### src/rtl/layer_sequencer.sv
// Walks the layer configuration ROM from id 0 to NUM_LAYERS-1 and issues each
// registered layer descriptor to the compute engine (valid/ready in, done-pulse out).
module layer_sequencer #(
  parameter int NUM_LAYERS = 29
) (
  input  logic        clk,
  input  logic        rst_n,
  input  logic        start,
  input  logic        abort,
  output logic        busy,
  output logic        done,
  output logic        err,
  output logic [4:0]  rom_id,
  input  logic [19:0] rom_w_base,
  input  logic [11:0] rom_b_base,
  input  logic [2:0]  rom_layer_type,
  input  logic [10:0] rom_cin,
  input  logic [10:0] rom_cout,
  input  logic [7:0]  rom_img_w,
  input  logic [7:0]  rom_img_h,
  input  logic [1:0]  rom_stride,
  output logic        l_valid,
  input  logic        l_ready,
  input  logic        l_done,
  output logic [4:0]  l_id,
  output logic [19:0] l_w_base,
  output logic [11:0] l_b_base,
  output logic [2:0]  l_type,
  output logic [10:0] l_cin,
  output logic [10:0] l_cout,
  output logic [7:0]  l_in_w,
  output logic [7:0]  l_in_h,
  output logic [7:0]  l_out_w,
  output logic [7:0]  l_out_h,
  output logic [1:0]  l_stride,
  output logic        l_last
);

  typedef enum logic [2:0] {
    S_IDLE, S_FETCH, S_ISSUE, S_RUN, S_NEXT, S_DONE, S_ERR
  } state_t;

  localparam logic [4:0] LAST_ID = 5'(NUM_LAYERS - 1);

  state_t      r_state;
  logic        r_busy, r_done, r_err, r_valid, r_last;
  logic [4:0]  r_rom_id, r_l_id;
  logic [19:0] r_w_base;
  logic [11:0] r_b_base;
  logic [2:0]  r_type;
  logic [10:0] r_cin, r_cout;
  logic [7:0]  r_in_w, r_in_h, r_out_w, r_out_h;
  logic [1:0]  r_stride;
  logic        w_cfg_bad;

  // Pooling and FC collapse to 1x1; stride 2 rounds the halved size up.
  function automatic logic [7:0] out_dim(input logic [2:0] t, input logic [1:0] s,
                                         input logic [7:0] d);
    logic [8:0] v_sum;
    v_sum = {1'b0, d} + 9'd1;
    if (t == 3'd3 || t == 3'd4) return 8'd1;
    if (s == 2'd2) return v_sum[8:1];
    return d;
  endfunction

  assign w_cfg_bad = (rom_cin == 11'd0) || (rom_cout == 11'd0) ||
                     (rom_stride == 2'd0) || (rom_stride == 2'd3) ||
                     (rom_layer_type > 3'd4);

  always_ff @(posedge clk or negedge rst_n) begin
    if (!rst_n) begin
      r_state  <= S_IDLE;
      r_busy   <= 1'b0;
      r_done   <= 1'b0;
      r_err    <= 1'b0;
      r_valid  <= 1'b0;
      r_last   <= 1'b0;
      r_rom_id <= '0;
      r_l_id   <= '0;
      r_w_base <= '0;
      r_b_base <= '0;
      r_type   <= '0;
      r_cin    <= '0;
      r_cout   <= '0;
      r_in_w   <= '0;
      r_in_h   <= '0;
      r_out_w  <= '0;
      r_out_h  <= '0;
      r_stride <= '0;
    end else begin
      r_done <= 1'b0;
      if (abort) begin
        r_state  <= S_IDLE;
        r_busy   <= 1'b0;
        r_err    <= 1'b0;
        r_valid  <= 1'b0;
        r_rom_id <= '0;
      end else begin
        case (r_state)
          S_IDLE: if (start) begin
            r_state  <= S_FETCH;
            r_busy   <= 1'b1;
            r_rom_id <= '0;
          end
          S_FETCH: begin
            // The ROM answers combinationally on r_rom_id, so capture it here.
            r_l_id   <= r_rom_id;
            r_w_base <= rom_w_base;
            r_b_base <= rom_b_base;
            r_type   <= rom_layer_type;
            r_cin    <= rom_cin;
            r_cout   <= rom_cout;
            r_in_w   <= rom_img_w;
            r_in_h   <= rom_img_h;
            r_out_w  <= out_dim(rom_layer_type, rom_stride, rom_img_w);
            r_out_h  <= out_dim(rom_layer_type, rom_stride, rom_img_h);
            r_stride <= rom_stride;
            r_last   <= (r_rom_id == LAST_ID);
            if (w_cfg_bad) begin
              r_state <= S_ERR;
              r_err   <= 1'b1;
              r_busy  <= 1'b0;
            end else begin
              r_state <= S_ISSUE;
              r_valid <= 1'b1;
            end
          end
          S_ISSUE: if (l_ready) begin
            r_state <= S_RUN;
            r_valid <= 1'b0;
          end
          S_RUN: if (l_done) r_state <= S_NEXT;
          S_NEXT: begin
            if (r_last) begin
              r_state <= S_DONE;
              r_done  <= 1'b1;
            end else begin
              r_state  <= S_FETCH;
              r_rom_id <= r_rom_id + 5'd1;
            end
          end
          S_DONE: begin
            r_state  <= S_IDLE;
            r_busy   <= 1'b0;
            r_rom_id <= '0;
          end
          S_ERR: if (start) begin
            r_state  <= S_FETCH;
            r_err    <= 1'b0;
            r_busy   <= 1'b1;
            r_rom_id <= '0;
          end
          default: r_state <= S_IDLE;
        endcase
      end
    end
  end

  assign busy     = r_busy;
  assign done     = r_done;
  assign err      = r_err;
  assign rom_id   = r_rom_id;
  assign l_valid  = r_valid;
  assign l_id     = r_l_id;
  assign l_w_base = r_w_base;
  assign l_b_base = r_b_base;
  assign l_type   = r_type;
  assign l_cin    = r_cin;
  assign l_cout   = r_cout;
  assign l_in_w   = r_in_w;
  assign l_in_h   = r_in_h;
  assign l_out_w  = r_out_w;
  assign l_out_h  = r_out_h;
  assign l_stride = r_stride;
  assign l_last   = r_last;

endmodule

### config.mk
export PLATFORM = sky130hd
export DESIGN_NAME = layer_sequencer
export DESIGN_NICKNAME = d
export VERILOG_FILES = /design/src/rtl/layer_sequencer.sv
export SDC_FILE = /design/constraint.sdc
export NUM_CORES = 1
export LEC_CHECK = 0
export CAP_MARGIN = 10
export CORE_ASPECT_RATIO = 0.8
export CORE_UTILIZATION = 30
export DETAILED_ROUTE_END_ITERATION = 12
export PLACE_DENSITY = 0.62
export SYNTH_ARGS = -nofsm -noshare
export SYNTH_HDL_FRONTEND = slang
export SYNTH_SLANG_ARGS = --single-unit
### constraint.sdc
create_clock -name clk -period 2.67 [get_ports clk]
set_input_delay 0.267 -clock clk [delete_from_list [all_inputs] [get_ports clk]]
set_output_delay 0.267 -clock clk [all_outputs]
set_load 0.005 [all_outputs]
After elaboration in Yosys (flattened, before gate mapping)
Index checks and enable logic that the tools add are counted.
{ "word_totals": {"regBits": 109, "word_cells": 101} }
{ "op_classes": {"n_mux": 40, "bitwise_logic": 1, "n_reduce_logical": 20, "addsub": 3, "n_eq_ne": 18, "magnitude_cmp": 1} }
{ "ops": {"columns": ["cell", "n"], "rows": [
  ["two-way mux 8 bit", 7],
  ["logical NOT 11 bit", 2],
  ["two-way mux 1 bit", 19],
  ["adder 8 x 1 -> 9 bit, second input constant", 2],
  ["two-way mux 3 bit", 6],
  ["!= test 3 bit, second input constant", 6],
  ["two-way mux 5 bit", 3],
  ["case mux 3 bit (5 select lines)", 1],
  ["case mux 5 bit (3 select lines)", 1],
  ["AND reduction 3 bit", 5],
  ["equality test 3 bit, second input constant", 4],
  ["equality test 3 x 2 -> 1 bit, second input constant", 3],
  ["nonzero test 4 bit", 2],
  ["nonzero test 3 bit", 2],
  ["adder 5 x 1 -> 5 bit, second input constant", 1],
  ["equality test 5 bit, second input constant", 1],
  ["logical OR 1 bit", 5],
  ["equality test 2 bit, second input constant", 2],
  ["case mux 1 bit (2 select lines)", 2],
  ["equality test 3 x 1 -> 1 bit, second input constant", 1],
  ["> comparator 3 bit, second input constant", 1],
  ["logical NOT 3 bit", 1],
  ["!= test 3 x 1 -> 1 bit, second input constant", 1],
  ["case mux 1 bit (3 select lines)", 1],
  ["4 further kinds", 4]
]} }

Depth between registers and ports, before layout
Gate-level depths: netlist of run 1.
{ "depth": {"word_depth": 10, "ltp_mapped": 7, "ltp_nobuf": 5} }

Worst setup path after synthesis of run 1
No wires, ideal clock.
{ "synth_timing": {"kind": "reg2reg", "start": "register r_state[1]", "end": "register r_b_base[10] (netlist: l_b_base[10])", "required_time_ns": 2.553, "setup_slack_ns": 1.133, "arrival_ns": 1.420, "path_buffers": 3, "path_stages_with_launch": 8, "period_less_slack_ns": 1.537, "cell_sequence": "dfrtp_1 buf_2 nand2b_4 or3_1 buf_2 clkbuf_1 nand2_1 nand2_1"} }
{ "synth_via": {"elab_chain_cells": 2} }
{ "synth_lines": {"columns": ["item", "line", "rtl"], "rows": [
  ["start, declared", "45", "state_t r_state;"],
  ["start signal, assigned", "72", "r_state <= S_IDLE;"],
  ["start signal, assigned", "93", "r_state <= S_IDLE;"],
  ["start signal, assigned", "101", "r_state <= S_FETCH;"],
  ["equality test 3 x 1 -> 1 bit", "99", "case (r_state)"],
  ["AND reduction 2 bit (no source line)", null, null],
  ["end signal, assigned", "109", "r_b_base <= rom_b_base;"],
  ["end, declared", "49", "logic [11:0] r_b_base;"]
]} }
No other way between the ends.
A chain may end at the register's enable or synchronous reset.

Final worst setup path of run 1
{ "layout_timing": {"start": "register r_state[1]", "end": "register r_out_h[1] (netlist: l_out_h[1])"} }
{ "layout_via": {"elab_chain_cells": 2} }
{ "layout_lines": {"columns": ["item", "line", "rtl"], "rows": [
  ["equality test 3 x 1 -> 1 bit", "99", null],
  ["AND reduction 2 bit (no source line)", null, null],
  ["end signal, assigned", "116", "r_out_h <= out_dim(rom_layer_type, rom_stride, rom_img_h);"],
  ["end, declared", "52", "logic [7:0] r_in_w, r_in_h, r_out_w, r_out_h;"]
]} }
No other way between the ends.

==> results.sh, run 1 <==
export IMPL_outcome="completed"
export IMPL_startpoint="r_state[1]"
export IMPL_antenna_found_initial=0
export IMPL_hold_viol_final=0
export IMPL_synthDominantCellAreaShare_pct=55.95
export IMPL_cts_sinks=109
export IMPL_reg2reg_depth=5
export IMPL_cts_tree="yes"
export IMPL_synth_nets=640
export IMPL_cts_root_buf="clkbuf_16"
export IMPL_drtIter0Drc=249
export IMPL_via_per_inst=4.676
export IMPL_slew_viol_final=0
export IMPL_yosysUniqueCellTypes=49
export IMPL_cp_num_buf_inv=1
export IMPL_max_freq_mhz=505.5
export IMPL_antenna_left=0
export IMPL_critPathKind="register to register"
export IMPL_post_cts_setup_buffers=0
export IMPL_setup_viol=0
export IMPL_synthCells=555
export IMPL_cts_made_buffers=9
export IMPL_worstMarginPinSlew_ns=0.6080
export IMPL_wl_per_cell_um=14.75
export IMPL_grt_max_degree=59
export IMPL_r2r_start="r_state[1]"
export IMPL_dp_hpwl_um=10270
export IMPL_vias=4456
export IMPL_die_area_sq_mm=0.01677
export IMPL_grtUsageTotal_pct=17.61
export IMPL_start_util_pct=30.85
export IMPL_p_sw_mw=1.956
export IMPL_seq_power_share_pct=42.2
export IMPL_place_ws_ns=0.4833
export IMPL_io_pins=187
export IMPL_final_cell_mix="261 x nand2_1, 185 x clkdlybuf4s50_1, 109 x dfrtp_1"
export IMPL_worst_clock_skew_ns=0.003935
export IMPL_mostFrequentLayoutCell="nand2_1"
export IMPL_yosys_top_cells_area="dfrtp_1 56%, nand2_1 20%, o21ai_0 2.8%"
export IMPL_core_rowCount=41
export IMPL_max_slew_margin_rel_pct=59.47
export IMPL_ys_ff_latch=109
export IMPL_ys_seq_area_share_pct=55.95
export IMPL_cp_end_kind="register"
export IMPL_p_leak_nw=3.292
export IMPL_hp_class="input port to asynchronous set/reset pin"
export IMPL_clkTransAtPathRegs_ns=0.07
export IMPL_die_h_um=116.0
export IMPL_first_global_vias=4358
export IMPL_rr_endpoint="l_out_h[1]"
export IMPL_cp_top_family="simple AND/OR/NAND/NOR gates"
export IMPL_grt_pass1_wl_um=22600
export IMPL_cts_htree_levels=3
export IMPL_cts_resized=0
export IMPL_pwr_share_clk_pct=19.9
export IMPL_regToRegSetupSlack_ns=0.69
export IMPL_drc=0
export IMPL_worstPathArrival_ns=2.19
export IMPL_comb_power_share_pct=37.9
export IMPL_vdd_drop_max_uv=416.6
export IMPL_cp_required_ns=2.88
export IMPL_worst_slack_ns=0.6917
export IMPL_drtPass1Iterations=4
export IMPL_crit_path_max_incr_delay_ns=0.57
export IMPL_max_cap_violations=0
export IMPL_synth_area_leader_cell="dfrtp_1"
export IMPL_tns_ns=0
export IMPL_die_w_um=144.5
export IMPL_synth_ff_type="dfrtp_1"
export IMPL_yosysWarnings=0
export IMPL_synthArstFlopShare_pct=100.0
export IMPL_crit_path_start_kind="register"
export IMPL_layout_min_cycle_time_ns=1.978
export IMPL_io_buffers=186
export IMPL_clockBufferDepth=2
export IMPL_cp_slowest_cell="dfrtp_1"
export IMPL_post_route_period_util_pct=74.09
export IMPL_synth_edf_count=0
export IMPL_rsz0062_at_grt="no"
export IMPL_nNetsFinal=818
export IMPL_diodes=0
export IMPL_core_sq_mm=0.01580
export IMPL_grt_ovfl_total=0
export IMPL_avgSynthCellArea_sq_um=8.783
export IMPL_wl_um=14050
export IMPL_power_density_mw_per_mm2=885.7
export IMPL_power_switching_share_pct=30.44
export IMPL_clk_latency_ns=0.35
export IMPL_layout_drive_gt1_share_pct=4.878
export IMPL_synth_cell_area_sq_mm=0.004875
export IMPL_path_cells="nand2b_4 -> or3_4 -> buf_4 -> nand2_1 -> o21ai_0"
export IMPL_syn_to_final_growth_pct=48.82
export IMPL_fillers=1561
export IMPL_gp_congestion=0.7807
export IMPL_worstPathMaxFanout=42
export IMPL_internal_power_mw=4.470
logic make-up after synthesis:
group	Yosys count	synth area share, %
buffers and inverters	38	3.388
AOI/OAI and AO/OA	76	11.11
xor gates and xnor gates	4	0.7188
adders and majority gates	4	1.027
muxes	1	0.2053
and+or+nand+nor	323	27.59
DFF	109	55.95
cell usage after synthesis, types with 3 or more instances:
master	instances
dfrtp_1	109
a22o_1	4
a31oi_1	6
clkbuf_1	15
nand3b_1	3
or3_1	3
nor3_1	4
inv_1	9
nand2_1	261
nand3_1	11
nor2_1	12
nand2b_1	5
nor2b_1	8
ha_1	4
o211ai_1	4
a21oi_1	10
nor4_1	5
xnor2_1	3
o21ai_0	27
a32o_1	3
nand4_1	4
buf_2	12
worst register-to-register path: stages, from the launching register on:
cell,delay [ns]
dfrtp_1,0.57
nand2b_4,0.25
or3_4,0.55
buf_4,0.31
nand2_1,0.07
o21ai_0,0.08
registers in the layout, summed over array words and instances (netlist names), 3 cells and up:
register / cells
l_b_base: 12
l_type: 3
l_out_w: 8
l_cout: 11
l_id: 5
l_w_base: 20
rom_id: 5
l_out_h: 8
l_in_w: 8
r_state: 3
l_in_h: 8
l_cin: 11
area by class of cell:
class	count	area (sq um)	share of cell area [%]
clock buffer	10	229.0	3.156
sequential	109	2728	37.60
timing repair buffer	196	1962	27.04
tap	215	269.0	3.708
clock inverter	6	46.29	0.6382
inverter	9	33.78	0.4657
multi-input combinational	408	1987	27.39
what timing repair did:
item | 4_1_cts | 5_1_grt
setup endpoints to repair | 0 | 0
endpoints found under the hold margin | 27 | 0
hold buffers | 1 | 0
how the worst max path moves through the flow:
stage | cells past startpoint | slack (ns) | endpoint
after CTS | 5 | 0.69 | l_out_h[1]
after global routing | 5 | 0.46 | busy
after floorplan | 7 | 1.13 | l_b_base[10]
after detailed placement | 5 | 0.48 | busy
final | 5 | 0.69 | l_out_h[1]
after global placement | 5 | 0.53 | busy
per-layer routing:
| layer | share of wire, % | wire length, um | up-vias | track usage (%) |
|---|---|---|---|---|
| met3 | 9.0 | 1262 | 13 | 6.074 |
| met4 | 1.4 | 200 | 0 | 5.474 |
| li1 | - | - | 2176 | - |
| met5 | 0 | 0 | - | 0 |
| met1 | 44 | 6220 | 2119 | 22.91 |
| met2 | 45 | 6371 | 148 | 27.53 |
through the flow:
step,total power [mW],instance area (sq um),utilization [%],hold WS [ns],cells
after detailed placement,5.203,6969,44.11,0.2177,936
final,6.425,7254,45.91,0.3689,953
after global routing,6.898,7254,45.91,0.4031,953
after floorplan,3.439,4875,-,-0.02859,555
after global placement,5.138,6969,44.11,0.2169,936
after CTS,6.532,7254,45.91,0.3751,953
power groups by stage:
stage,clock network [mW],logic [mW],registers (mW)
finish,1.28,2.43,2.71
global route,1.39,2.70,2.80
CTS,1.33,2.48,2.72
detailed placement,0,2.47,2.73
global placement,0,2.43,2.71
floorplan,0,0.709,2.73
Power figures use the tool's default switching activity.
==> inputs of run 2 (changes only) <==
Settings changed: PLACE_DENSITY 0.62 to 0.65.
Clock period 2.67 ns to 1.6 ns, I/O delays scaled along.
==> run 2 against run 1 <==
  * Non-clock buffer count grew 50
  * First-iteration DRC count shrank 20%
  * Total power grew 72%
  * Worst setup slack lost 0.65 ns
  * Clock skew grew 0.0038 ns
  * Clock power grew 84%
==> results.sh, run 2 (synthesis results as in run 1) <==
export IMPL_clk_latency_ns=0.35
export IMPL_rsz0062_at_grt="yes"
export IMPL_clockBufferDepth=2
export IMPL_outcome="completed"
export IMPL_clkTransAtPathRegs_ns=0.07
export IMPL_nNetsFinal=868
export IMPL_cts_root_buf="clkbuf_16"
export IMPL_power_density_mw_per_mm2=1425
export IMPL_cts_sinks=109
export IMPL_layout_drive_gt1_share_pct=11.42
export IMPL_endpoint="l_out_w[2]"
export IMPL_wl_um=14030
export IMPL_fillers=1532
export IMPL_antenna_left=0
export IMPL_via_per_inst=4.544
export IMPL_grtUsageTotal_pct=17.54
export IMPL_vdd_drop_max_uv=614.2
export IMPL_drtPass1Iterations=4
export IMPL_max_slew_margin_rel_pct=59.94
export IMPL_core_sq_mm=0.01580
export IMPL_antenna_found_initial=0
export IMPL_io_buffers=186
export IMPL_vias=4558
export IMPL_crit_path_max_incr_delay_ns=0.45
export IMPL_cp_required_ns=1.85
export IMPL_grt_pass1_wl_um=22560
export IMPL_multi_input_area_sq_mm=0.002014
export IMPL_post_route_period_util_pct=97.29
export IMPL_total_power_mw=11.08
export IMPL_drc=0
export IMPL_path_cells="nand2b_4 -> or3_4 -> buf_12 -> a22o_1"
export IMPL_seqCellArea_sq_mm=0.002730
export IMPL_mostFrequentLayoutCell="nand2_1"
export IMPL_worst_clock_skew_ns=0.007746
export IMPL_cts_htree_levels=3
export IMPL_grt_max_degree=110
export IMPL_reg2reg_depth=4
export IMPL_largest_reg_flops=20
export IMPL_grt_ovfl_total=0
export IMPL_worst_slack_ns=0.04328
export IMPL_hp_class="input port to register"
export IMPL_final_util_pct=49.22
export IMPL_layout_min_cycle_time_ns=1.557
export IMPL_first_global_vias=4302
export IMPL_diodes=0
export IMPL_worstMarginPinSlew_ns=0.6009
export IMPL_holdWs_ns=0.3268
export IMPL_cp_end_kind="register"
export IMPL_regToRegSetupSlack_ns=0.04
export IMPL_drtIter0Drc=199
export IMPL_hold_viol_final=0
export IMPL_dp_hpwl_um=9738
export IMPL_stdcell_count=1003
export IMPL_place_inst=985
export IMPL_rr_endpoint="l_out_w[2]"
export IMPL_start_util_pct=30.85
export IMPL_max_cap_violations=0
export IMPL_die_w_um=144.5
export IMPL_p_leak_nw=3.590
export IMPL_die_area_sq_mm=0.01677
export IMPL_wl_per_cell_um=13.99
export IMPL_r2r_start="r_state[1]"
export IMPL_startpoint="r_state[1]"
export IMPL_max_freq_mhz=642.4
export IMPL_place_ws_ns=-0.2286
export IMPL_io_pins=187
export IMPL_worstPathMaxFanout=45
export IMPL_gp_congestion=0.8476
export IMPL_cp_slowest_cell="dfrtp_2"
export IMPL_cts_made_buffers=9
export IMPL_die_h_um=116.0
export IMPL_crit_path_start_kind="register"
export IMPL_critPathKind="register to register"
export IMPL_final_cell_mix="261 x nand2_1, 184 x clkdlybuf4s50_1, 107 x dfrtp_1"
export IMPL_worstPathArrival_ns=1.80
export IMPL_setup_viol=0
export IMPL_slew_viol_final=0
export IMPL_syn_to_final_growth_pct=59.55
export IMPL_core_rowCount=41
export IMPL_cts_tree="yes"
-- run 2: critical path, delay by kind of cell, from the launching register on --
family,cells,cell delay [ns]
simple gates,2,0.55
flops,1,0.45
compound gates,1,0.24
buf+inv,1,0.20
-- run 2: stage by stage --
stage	TNS [ns]	area (sq um)
2_1_floorplan	0	4875
3_3_place_gp	-1.591	7412
3_5_place_dp	-2.088	7412
4_1_cts	0	7744
5_1_grt	-0.08503	7777
6_report	0	7777
-- run 2: worst min path at each step --
stage,slack [ns],depth (start not counted),to,from
3_5_place_dp,0.30,2,done,rst_n
4_1_cts,0.31,3,l_w_base[4],rom_w_base[4]
2_1_floorplan,-0.14,0,busy,rst_n
6_report,0.33,3,l_b_base[5],rom_b_base[5]
3_3_place_gp,0.30,2,done,rst_n
5_1_grt,0.31,3,l_b_base[8],rom_b_base[8]
-- run 2: area by class of cell --
| class | count | share of cell area (%) |
|---|---|---|
| Tap cell | 215 | 3.459 |
| Multi-Input combinational cell | 408 | 25.90 |
| Timing Repair Buffer | 246 | 31.10 |
| Clock inverter | 4 | 0.7079 |
| Sequential cell | 109 | 35.10 |
| Inverter | 9 | 0.4344 |
| Clock buffer | 12 | 3.298 |
-- run 2: power by group --
part	internal, mW	switching [mW]
clock	1.31	1.04
sequential	3.85	0.618
combinational	2.70	1.57
-- run 2: repair_timing --
action                                 4_1_cts  5_1_grt
pin swaps                                    0        4
endpoints found under the hold margin      109        0
cloned                                       0        0
hold buffers                                 1        0
buffers inserted                             1        0
setup endpoints to repair                    6        4
resized for setup                            2        5
-- run 2: routing by layer --
| layer | global-route usage [%] | vias to the layer above | part of all wire [%] |
|---|---|---|---|
| met3 | 6.116 | 9 | 7.7 |
| met5 | 0 | - | 0 |
| met1 | 23.95 | 2142 | 47 |
| met4 | 4.842 | 0 | 1.0 |
| li1 | - | 2287 | - |
| met2 | 26.25 | 120 | 44 |
